==> src/rtl/excep_ctrl.sv <==
// Commit-side trap controller: turns ROB commit events and pending interrupts
// into flush pulses, fetch redirects, mepc/mcause writes and the minstret count.
module excep_ctrl #(
  parameter int FLUSH_CYCLES = 2,
  parameter int PC_WIDTH     = 32
) (
  input  logic                clk,
  input  logic                reset,
  input  logic                rob_commit_valid,
  input  logic                rob_cm_exp,
  input  logic [3:0]          rob_cm_ecause,
  input  logic                rob_cm_mret,
  input  logic                rob_cm_wfi,
  input  logic [PC_WIDTH-1:0] rob_cm_exp_pc,
  input  logic [PC_WIDTH-1:0] rob_cm_next_pc,
  input  logic                irq_pending,
  input  logic [3:0]          irq_cause,
  input  logic [PC_WIDTH-1:0] mtvec,
  input  logic [PC_WIDTH-1:0] mepc_in,
  output logic                trapped,
  output logic                wfi_ctrl,
  output logic                redirect_valid,
  output logic [PC_WIDTH-1:0] redirect_pc,
  output logic                csr_trap_we,
  output logic [PC_WIDTH-1:0] csr_mepc,
  output logic [31:0]         csr_mcause,
  output logic                csr_mret,
  output logic [63:0]         minstret
);

  typedef enum logic [1:0] {IDLE, FLUSH, WFI} state_e;

  state_e              state_q, state_d;
  logic [3:0]          cnt_q, cnt_d;
  logic [PC_WIDTH-1:0] target_q, target_d;
  logic [PC_WIDTH-1:0] wfi_pc_q, wfi_pc_d;
  logic                trapped_q, trapped_d;
  logic                wfi_ctrl_q, wfi_ctrl_d;
  logic                redirect_valid_q, redirect_valid_d;
  logic [PC_WIDTH-1:0] redirect_pc_q, redirect_pc_d;
  logic                csr_trap_we_q, csr_trap_we_d;
  logic [PC_WIDTH-1:0] csr_mepc_q, csr_mepc_d;
  logic [31:0]         csr_mcause_q, csr_mcause_d;
  logic                csr_mret_q, csr_mret_d;
  logic [63:0]         minstret_q, minstret_d;

  logic [PC_WIDTH-1:0] base_pc;
  logic [PC_WIDTH-1:0] irq_target;
  logic                take_flush;
  logic                take_irq;
  logic [PC_WIDTH-1:0] irq_mepc;

  assign base_pc    = mtvec & ~PC_WIDTH'(3);
  // Vectored mode offsets interrupts by 4*cause; exceptions never use this.
  assign irq_target = mtvec[0] ? base_pc + (PC_WIDTH'(irq_cause) << 2) : base_pc;

  always_comb begin
    state_d          = state_q;
    cnt_d            = cnt_q;
    target_d         = target_q;
    wfi_pc_d         = wfi_pc_q;
    trapped_d        = 1'b0;
    wfi_ctrl_d       = 1'b0;
    redirect_valid_d = 1'b0;
    redirect_pc_d    = redirect_pc_q;
    csr_trap_we_d    = 1'b0;
    csr_mepc_d       = csr_mepc_q;
    csr_mcause_d     = csr_mcause_q;
    csr_mret_d       = 1'b0;
    minstret_d       = minstret_q + 64'(rob_commit_valid & ~rob_cm_exp);
    take_flush       = 1'b0;
    take_irq         = 1'b0;
    irq_mepc         = rob_cm_next_pc;

    case (state_q)
      IDLE: begin
        if (rob_commit_valid) begin
          if (rob_cm_exp) begin
            take_flush    = 1'b1;
            csr_trap_we_d = 1'b1;
            csr_mepc_d    = rob_cm_exp_pc;
            csr_mcause_d  = {28'b0, rob_cm_ecause};
            target_d      = base_pc;
          end else if (rob_cm_mret) begin
            take_flush = 1'b1;
            csr_mret_d = 1'b1;
            target_d   = mepc_in;
          end else if (rob_cm_wfi && !irq_pending) begin
            state_d    = WFI;
            wfi_pc_d   = rob_cm_next_pc;
            wfi_ctrl_d = 1'b1;
          end else if (irq_pending) begin
            take_irq = 1'b1;
          end
        end
      end
      FLUSH: begin
        if (cnt_q == 4'd0) begin
          state_d = IDLE;
        end else begin
          cnt_d            = cnt_q - 4'd1;
          trapped_d        = 1'b1;
          wfi_ctrl_d       = 1'b1;
          redirect_valid_d = (cnt_q == 4'd1);
        end
      end
      WFI: begin
        wfi_ctrl_d = 1'b1;
        irq_mepc   = wfi_pc_q;
        take_irq   = irq_pending;
      end
      default: state_d = IDLE;
    endcase

    if (take_irq) begin
      take_flush    = 1'b1;
      csr_trap_we_d = 1'b1;
      csr_mepc_d    = irq_mepc;
      csr_mcause_d  = {1'b1, 27'b0, irq_cause};
      target_d      = irq_target;
    end

    // cnt holds the FLUSH cycles still to come after the current one.
    if (take_flush) begin
      state_d          = FLUSH;
      cnt_d            = 4'(FLUSH_CYCLES - 1);
      trapped_d        = 1'b1;
      wfi_ctrl_d       = 1'b1;
      redirect_valid_d = (FLUSH_CYCLES == 1);
    end

    if (redirect_valid_d) redirect_pc_d = target_d;
  end

  always_ff @(posedge clk) begin
    if (reset) begin
      state_q          <= IDLE;
      cnt_q            <= '0;
      target_q         <= '0;
      wfi_pc_q         <= '0;
      trapped_q        <= 1'b0;
      wfi_ctrl_q       <= 1'b0;
      redirect_valid_q <= 1'b0;
      redirect_pc_q    <= '0;
      csr_trap_we_q    <= 1'b0;
      csr_mepc_q       <= '0;
      csr_mcause_q     <= '0;
      csr_mret_q       <= 1'b0;
      minstret_q       <= '0;
    end else begin
      state_q          <= state_d;
      cnt_q            <= cnt_d;
      target_q         <= target_d;
      wfi_pc_q         <= wfi_pc_d;
      trapped_q        <= trapped_d;
      wfi_ctrl_q       <= wfi_ctrl_d;
      redirect_valid_q <= redirect_valid_d;
      redirect_pc_q    <= redirect_pc_d;
      csr_trap_we_q    <= csr_trap_we_d;
      csr_mepc_q       <= csr_mepc_d;
      csr_mcause_q     <= csr_mcause_d;
      csr_mret_q       <= csr_mret_d;
      minstret_q       <= minstret_d;
    end
  end

  assign trapped        = trapped_q;
  assign wfi_ctrl       = wfi_ctrl_q;
  assign redirect_valid = redirect_valid_q;
  assign redirect_pc    = redirect_pc_q;
  assign csr_trap_we    = csr_trap_we_q;
  assign csr_mepc       = csr_mepc_q;
  assign csr_mcause     = csr_mcause_q;
  assign csr_mret       = csr_mret_q;
  assign minstret       = minstret_q;

endmodule

==> config.mk <==
export PLATFORM = sky130hd
export DESIGN_NAME = excep_ctrl
export DESIGN_NICKNAME = d
export VERILOG_FILES = /design/src/rtl/excep_ctrl.sv
export SDC_FILE = /design/constraint.sdc
export NUM_CORES = 1
export LEC_CHECK = 0
export BUFFER_PORTS_ARGS = -buffer_cell sky130_fd_sc_hd__buf_2
export CORE_AREA = 2 2 150 152
export DETAILED_ROUTE_END_ITERATION = 12
export DIE_AREA = 0 0 152 154
export PLACE_DENSITY = 0.79
export SLEW_MARGIN = 20
export SYNTH_ARGS = -nofsm -noshare
export SYNTH_HDL_FRONTEND = slang
export SYNTH_SLANG_ARGS = --single-unit
export TNS_END_PERCENT = 5
==> constraint.sdc <==
create_clock -name clk -period 2 [get_ports clk]
set_clock_uncertainty 0.05 [all_clocks]
set_input_delay 0.1 -clock clk [delete_from_list [all_inputs] [get_ports clk]]
set_output_delay 0.1 -clock clk [all_outputs]
set_load 0.01 [all_outputs]
### After elaboration in Yosys (flattened, before gate mapping)

Cells that the tools add are included.

* input port bits: 143
* register bits: 208
* memories kept: 0
* bits in latches: 0
* RAM bits: 0
* ROM bits: 0

* divide/modulo/power cells: 0
* equal/unequal tests: 15
* muxes and demuxes: 52
* multiply operators: 0
* reductions and logical operators: 16
* order comparisons: 0
* shifts and indexed selects: 0
* add/subtract/negate cells: 3
* bitwise gates (word level): 8

Operators by type and width (count)
* 32-bit 2-to-1 mux: 15
* 64-bit adder: 1
* 1-bit by 64-bit bitwise AND with 64-bit output: 1
* 1-bit inverter with 64-bit output: 1
* 32-bit by 6-bit adder with 32-bit output: 1
* 1-bit 2-to-1 mux: 29
* 3-bit inequality test (second input constant): 5
* 2-bit inequality test (second input constant): 7
* 6-bit AND reduction: 2
* 2-bit 2-to-1 mux: 5
* 2-bit nonzero test: 4
* 1-bit inverter: 6
* 2-bit one-hot mux with 3 select lines: 1
* 5-bit AND reduction: 1
* 4-bit by 1-bit == test with 1-bit output (second input constant): 1
* 4-bit logical NOT: 1
* 2-bit AND reduction: 2
* 4-bit OR reduction: 1
* 4-bit by 1-bit subtractor with 4-bit output (second input constant): 1
* 1-bit one-hot mux with 3 select lines: 1
* 3-bit AND reduction: 1
* 2-bit by 1-bit == test with 1-bit output (second input constant): 1
* 2-bit == test (second input constant): 1
* 2-bit logical NOT: 1
* other kinds (4): 4

### Logic depth before layout (Yosys ltp)

* depth after elaboration: 10
* depth in mapped cells: 9
* depth with buffers taken out: 8

### Worst setup path before layout

OpenSTA, ideal clock, no wires.

* path type: register -> register
* start point: register minstret_q[8], in the netlist minstret[8]
* end point: register minstret_q[58], in the netlist minstret[58]
* clock period less this slack: 2190 ps
* arrival: 2070 ps
* stages on the path, launching flop included: 8
* setup slack: -190 ps
* buffers on the path: 2
* cell sequence: dfxtp_1 -> and4_1 -> buf_4 -> nand2_2 -> or4_4 -> buf_6 -> or4_1 -> a21oi_1

* longest elaborated chain between the ends: 1

Ends and longest elaborated chain
* start: declaration: RTL line 45 `logic [63:0] minstret_q, minstret_d;`
* start signal: assignment: RTL line 163 `minstret_q <= minstret_d;`
* 64-bit adder: RTL line 70 `minstret_d = minstret_q + 64'(rob_commit_valid & ~rob_cm_exp);`

Every way passes these cells.
A chain may end at the register's enable or synchronous reset.

### Worst setup path in the final report

* start point: register minstret_q[14], in the netlist minstret[14]
* end point: register minstret_q[62], in the netlist minstret[62]

Same word-level chain as after synthesis.

==> impl_metrics.py <==
metrics = {
    "floorplan": {
        "dieArea_um2": 23410,
        "die_w_um": 152,
        "start_util_pct": 46.59,
        "die_h_um": 154,
        "core-area_um2": 21690,
        "io_pins": 308,
        "rows": 54,
    },
    "grt": {
        "antenna_found_initial": 3,
        "grt_pass1_wl_um": 58150,
        "grt_overflow": 0,
        "grt_pass1_vias": 11670,
        "grt_max_degree": 86,
        "globalRouteTotalUtil_pct": 29.70,
    },
    "status": {
        "violations": "setup timing",
        "run_status": "complete, but fails checks",
    },
    "worst_setup_path": {
        "r2r_cells": 5,
        "reg2reg_from": "minstret[14]",
        "worst-endpoint-arrival_ns": 2.49,
        "startpoint_type": "flop",
        "path_delay_family": "simple AND/OR/NAND/NOR gates",
        "max_stage_delay_ns": 0.56,
        "slowest_stage": "dfxtp_1",
        "critical_path.max_fanout": 9,
        "critPathBufInv": 1,
        "reg2reg_to": "minstret[62]",
        "crit_type": "flop to flop",
        "regToRegSetupSlack_ns": -0.11,
        "cp_cell_sequence": "nand4_1 > buf_4 > or4_4 > or4_1 > a21oi_1",
        "cp.required_ns": 2.38,
        "endpoint_kind": "flop",
    },
    "layout": {
        "fin_cells": 2004,
        "layout_commonest_cell": "buf_2",
        "fin_util_pct": 68.46,
        "drive_gt1_share_pct": 32.23,
        "nFillCells": 1565,
        "mostFrequentLayoutCells": "278 x buf_2, 194 x dfxtp_1, 189 x nand2_1, 123 x dlygate4sd3_1, 116 x buf_4",
        "area_delta_synth_final_pct": 46.94,
        "num-nets-final": 1860,
    },
    "sta": {
        "tightest_slew_ns": 0.7868,
        "slew_headroom_pct": 47.49,
        "post-route-period-util_pct": 105.5,
        "finalSetupViolations": 13,
        "period_needed_ns": 2.109,
        "setup_tns_ns": -0.4119,
        "drv_slew": 0,
        "setup_ws_ns": -0.1093,
        "rsz0062_at_grt": "yes",
        "holdWs_ns": 0.03002,
        "hold_viol": 0,
        "fmax_mhz": 474.1,
    },
    "placed_design": {
        "portBuffers": 279,
        "pre_cts_slack_ns": -0.3292,
        "dp_hpwl_um": 22250,
        "dp_cells": 1835,
        "gp_congestion": 0.9127,
    },
    "synth": {
        "synth-seq-area-share_pct": 41.21,
        "synth_top_family_by_area": "simple AND/OR/NAND/NOR gates",
        "synth_warnings": 0,
        "synth_adder_area_share_pct": 1.189,
        "ys_async_sr_fraction_pct": 0,
        "synth_edf_count": 0,
        "synth_flop_cell": "dfxtp_1",
        "synth_simple_gate_area_share_pct": 24.07,
        "synth_compound_area_share_pct": 20.78,
        "ys_ff_latch": 208,
        "synth_area_um2": 10100,
        "syn-mean-instance-area_um2": 8.175,
        "synth_mux_area_share_pct": 3.987,
        "synth_cell_types": 65,
        "syn_inst": 1236,
        "synthXorXnorAreaFrac_pct": 2.687,
    },
    "clocking": {
        "cts_tree": "done",
        "clk_latency_ns": 0.51,
        "cts.path.max_buffers": 3,
        "cts_sinks": 208,
        "numCtsBuffers": 23,
        "cts_root_buf": "clkbuf_16",
        "htreeDepth": 1,
        "path_clk_slew_ns": 0.06,
    },
    "detailed_routing": {
        "detail-route-antenna-nets": 0,
        "drcViolationCount": 0,
        "wl_per_cell_um": 18.79,
        "num_vias": 12040,
        "drt_first_pass_iters": 6,
        "first_iter_violations": 998,
        "viasPerCell": 6.008,
        "routed_wl_um": 37660,
    },
    "power": {
        "leakage_nw": 6.171,
        "vdd_drop_max_mv": 0.5360,
        "p_per_area_nw_per_um2": 666.9,
    },
    "hold_path": {
        "holdCritStartpoint": "mtvec[0]",
        "hold_depth": 4,
        "hp-class": "input port to flop",
        "hold_end": "target_q[4]",
    },
    "flow_run": {
        "maxCapViolCount": 0,
    },
}
[cells in the mapped netlist, types with 3 or more instances]
library cell | count | share of area, %
and4_1 | 17 | 1.5
a222oi_1 | 3 | 0.30
xnor2_1 | 11 | 0.95
buf_1 | 7 | 0.26
buf_2 | 7 | 0.35
nor4_1 | 4 | 0.25
ha_1 | 8 | 0.99
dfxtp_1 | 208 | 41
and2_1 | 12 | 0.74
xor2_1 | 20 | 1.7
a32oi_1 | 6 | 0.52
nand4b_1 | 3 | 0.26
or4_1 | 24 | 1.8
o31ai_1 | 25 | 1.9
a21o_1 | 3 | 0.22
nand3_1 | 48 | 2.4
a211oi_1 | 35 | 2.6
buf_4 | 28 | 2.1
o21a_1 | 4 | 0.30
or3_1 | 16 | 0.99
nand2b_1 | 4 | 0.25
a22oi_1 | 9 | 0.67
nor2_1 | 106 | 3.9
nor2b_1 | 6 | 0.37
a311oi_1 | 34 | 2.9
mux2_2 | 34 | 3.8
nand2_1 | 191 | 7.1
o21ai_0 | 45 | 2.2
a22o_1 | 17 | 1.5
inv_1 | 16 | 0.59
nor4bb_1 | 3 | 0.30
nand4_1 | 27 | 1.7
and3_1 | 16 | 0.99
nor3_1 | 10 | 0.50
a31oi_1 | 6 | 0.37
a21oi_1 | 118 | 5.8
clkbuf_1 | 70 | 2.6
[registers in the layout, indices dropped and copies added, names as in the netlist]
| register | count |
|---|---|
| csr_mcause | 5 |
| csr_trap_we | 1 |
| wfi_pc_q | 32 |
| redirect_pc | 32 |
| state_q | 2 |
| trapped | 1 |
| csr_mepc | 32 |
| csr_mret | 1 |
| cnt_q | 4 |
| wfi_ctrl | 1 |
| target_q | 32 |
| minstret | 64 |
| redirect_valid | 1 |
[cell type report]
cell class,count,area (um^2),share of cell area [%]
diodes,2,5.005,0.03371
clock buffers,35,700.7,4.719
clock inverters,4,20.02,0.1348
inverters,16,60.06,0.4045
multi-input cells,925,5768,38.85
flip-flops and latches,208,4189,28.21
well taps,280,350.3,2.359
repair buffers,534,3755,25.29
[routing by layer]
metal / share of wire [%] / up-vias / GRT usage, %
met5: 0.032 / - / 0
met4: 6.7 / 2 / 17.00
met3: 9.1 / 247 / 5.947
met2: 48 / 826 / 50.34
met1: 37 / 5573 / 35.15
li1: - / 5393 / -
[report_power, final]
part           total, W  internal (W)  switching [W]
clock network   0.00411       0.00239        0.00172
registers       0.00436       0.00428      0.0000788
logic           0.00143      0.000658       0.000768
total           0.00990       0.00734        0.00257
[worst max path at each step]
stage / cells past startpoint / to / startpoint / slack (ns)
after floorplan: 9 / redirect_pc[2] / state_q[1] / -0.13
after global placement: 10 / minstret[41] / rob_commit_valid / -0.30
after detailed placement: 10 / minstret[41] / rob_commit_valid / -0.33
after CTS: 5 / minstret[52] / minstret[8] / -0.02
after global routing: 5 / minstret[62] / minstret[14] / -0.15
final: 5 / minstret[62] / minstret[14] / -0.11
[stage by stage]
step	total power, W	cell area [um^2]
6_report	0.009901	14850
5_1_grt	0.01021	14850
4_1_cts	0.009779	14570
3_5_place_dp	0.005539	12560
3_3_place_gp	0.005515	12560
2_1_floorplan	0.005090	10280
[tightest hold or removal path: stages]
cell and delay [ns]:
buf_2 0.14, o211ai_1 0.11, o21a_1 0.13, nor2_1 0.07
[what timing repair did]
action / in CTS / in global routing
hold endpoints to repair: 120 / 16
pin swaps: 8 / 18
endpoints found under the setup margin: 30 / 72
hold buffers: 122 / 1
setup buffers: 2 / 2
resized for setup: 14 / 63
cloned: 1 / 0
[logic make-up after synthesis]
family / after synthesis
simple gates: 499
compound gates: 322
flops: 208
buf+inv: 130
mux: 36
xor+xnor: 31
fa+ha+maj: 9
other cells: 1
(Power assumes the default switching activity.)
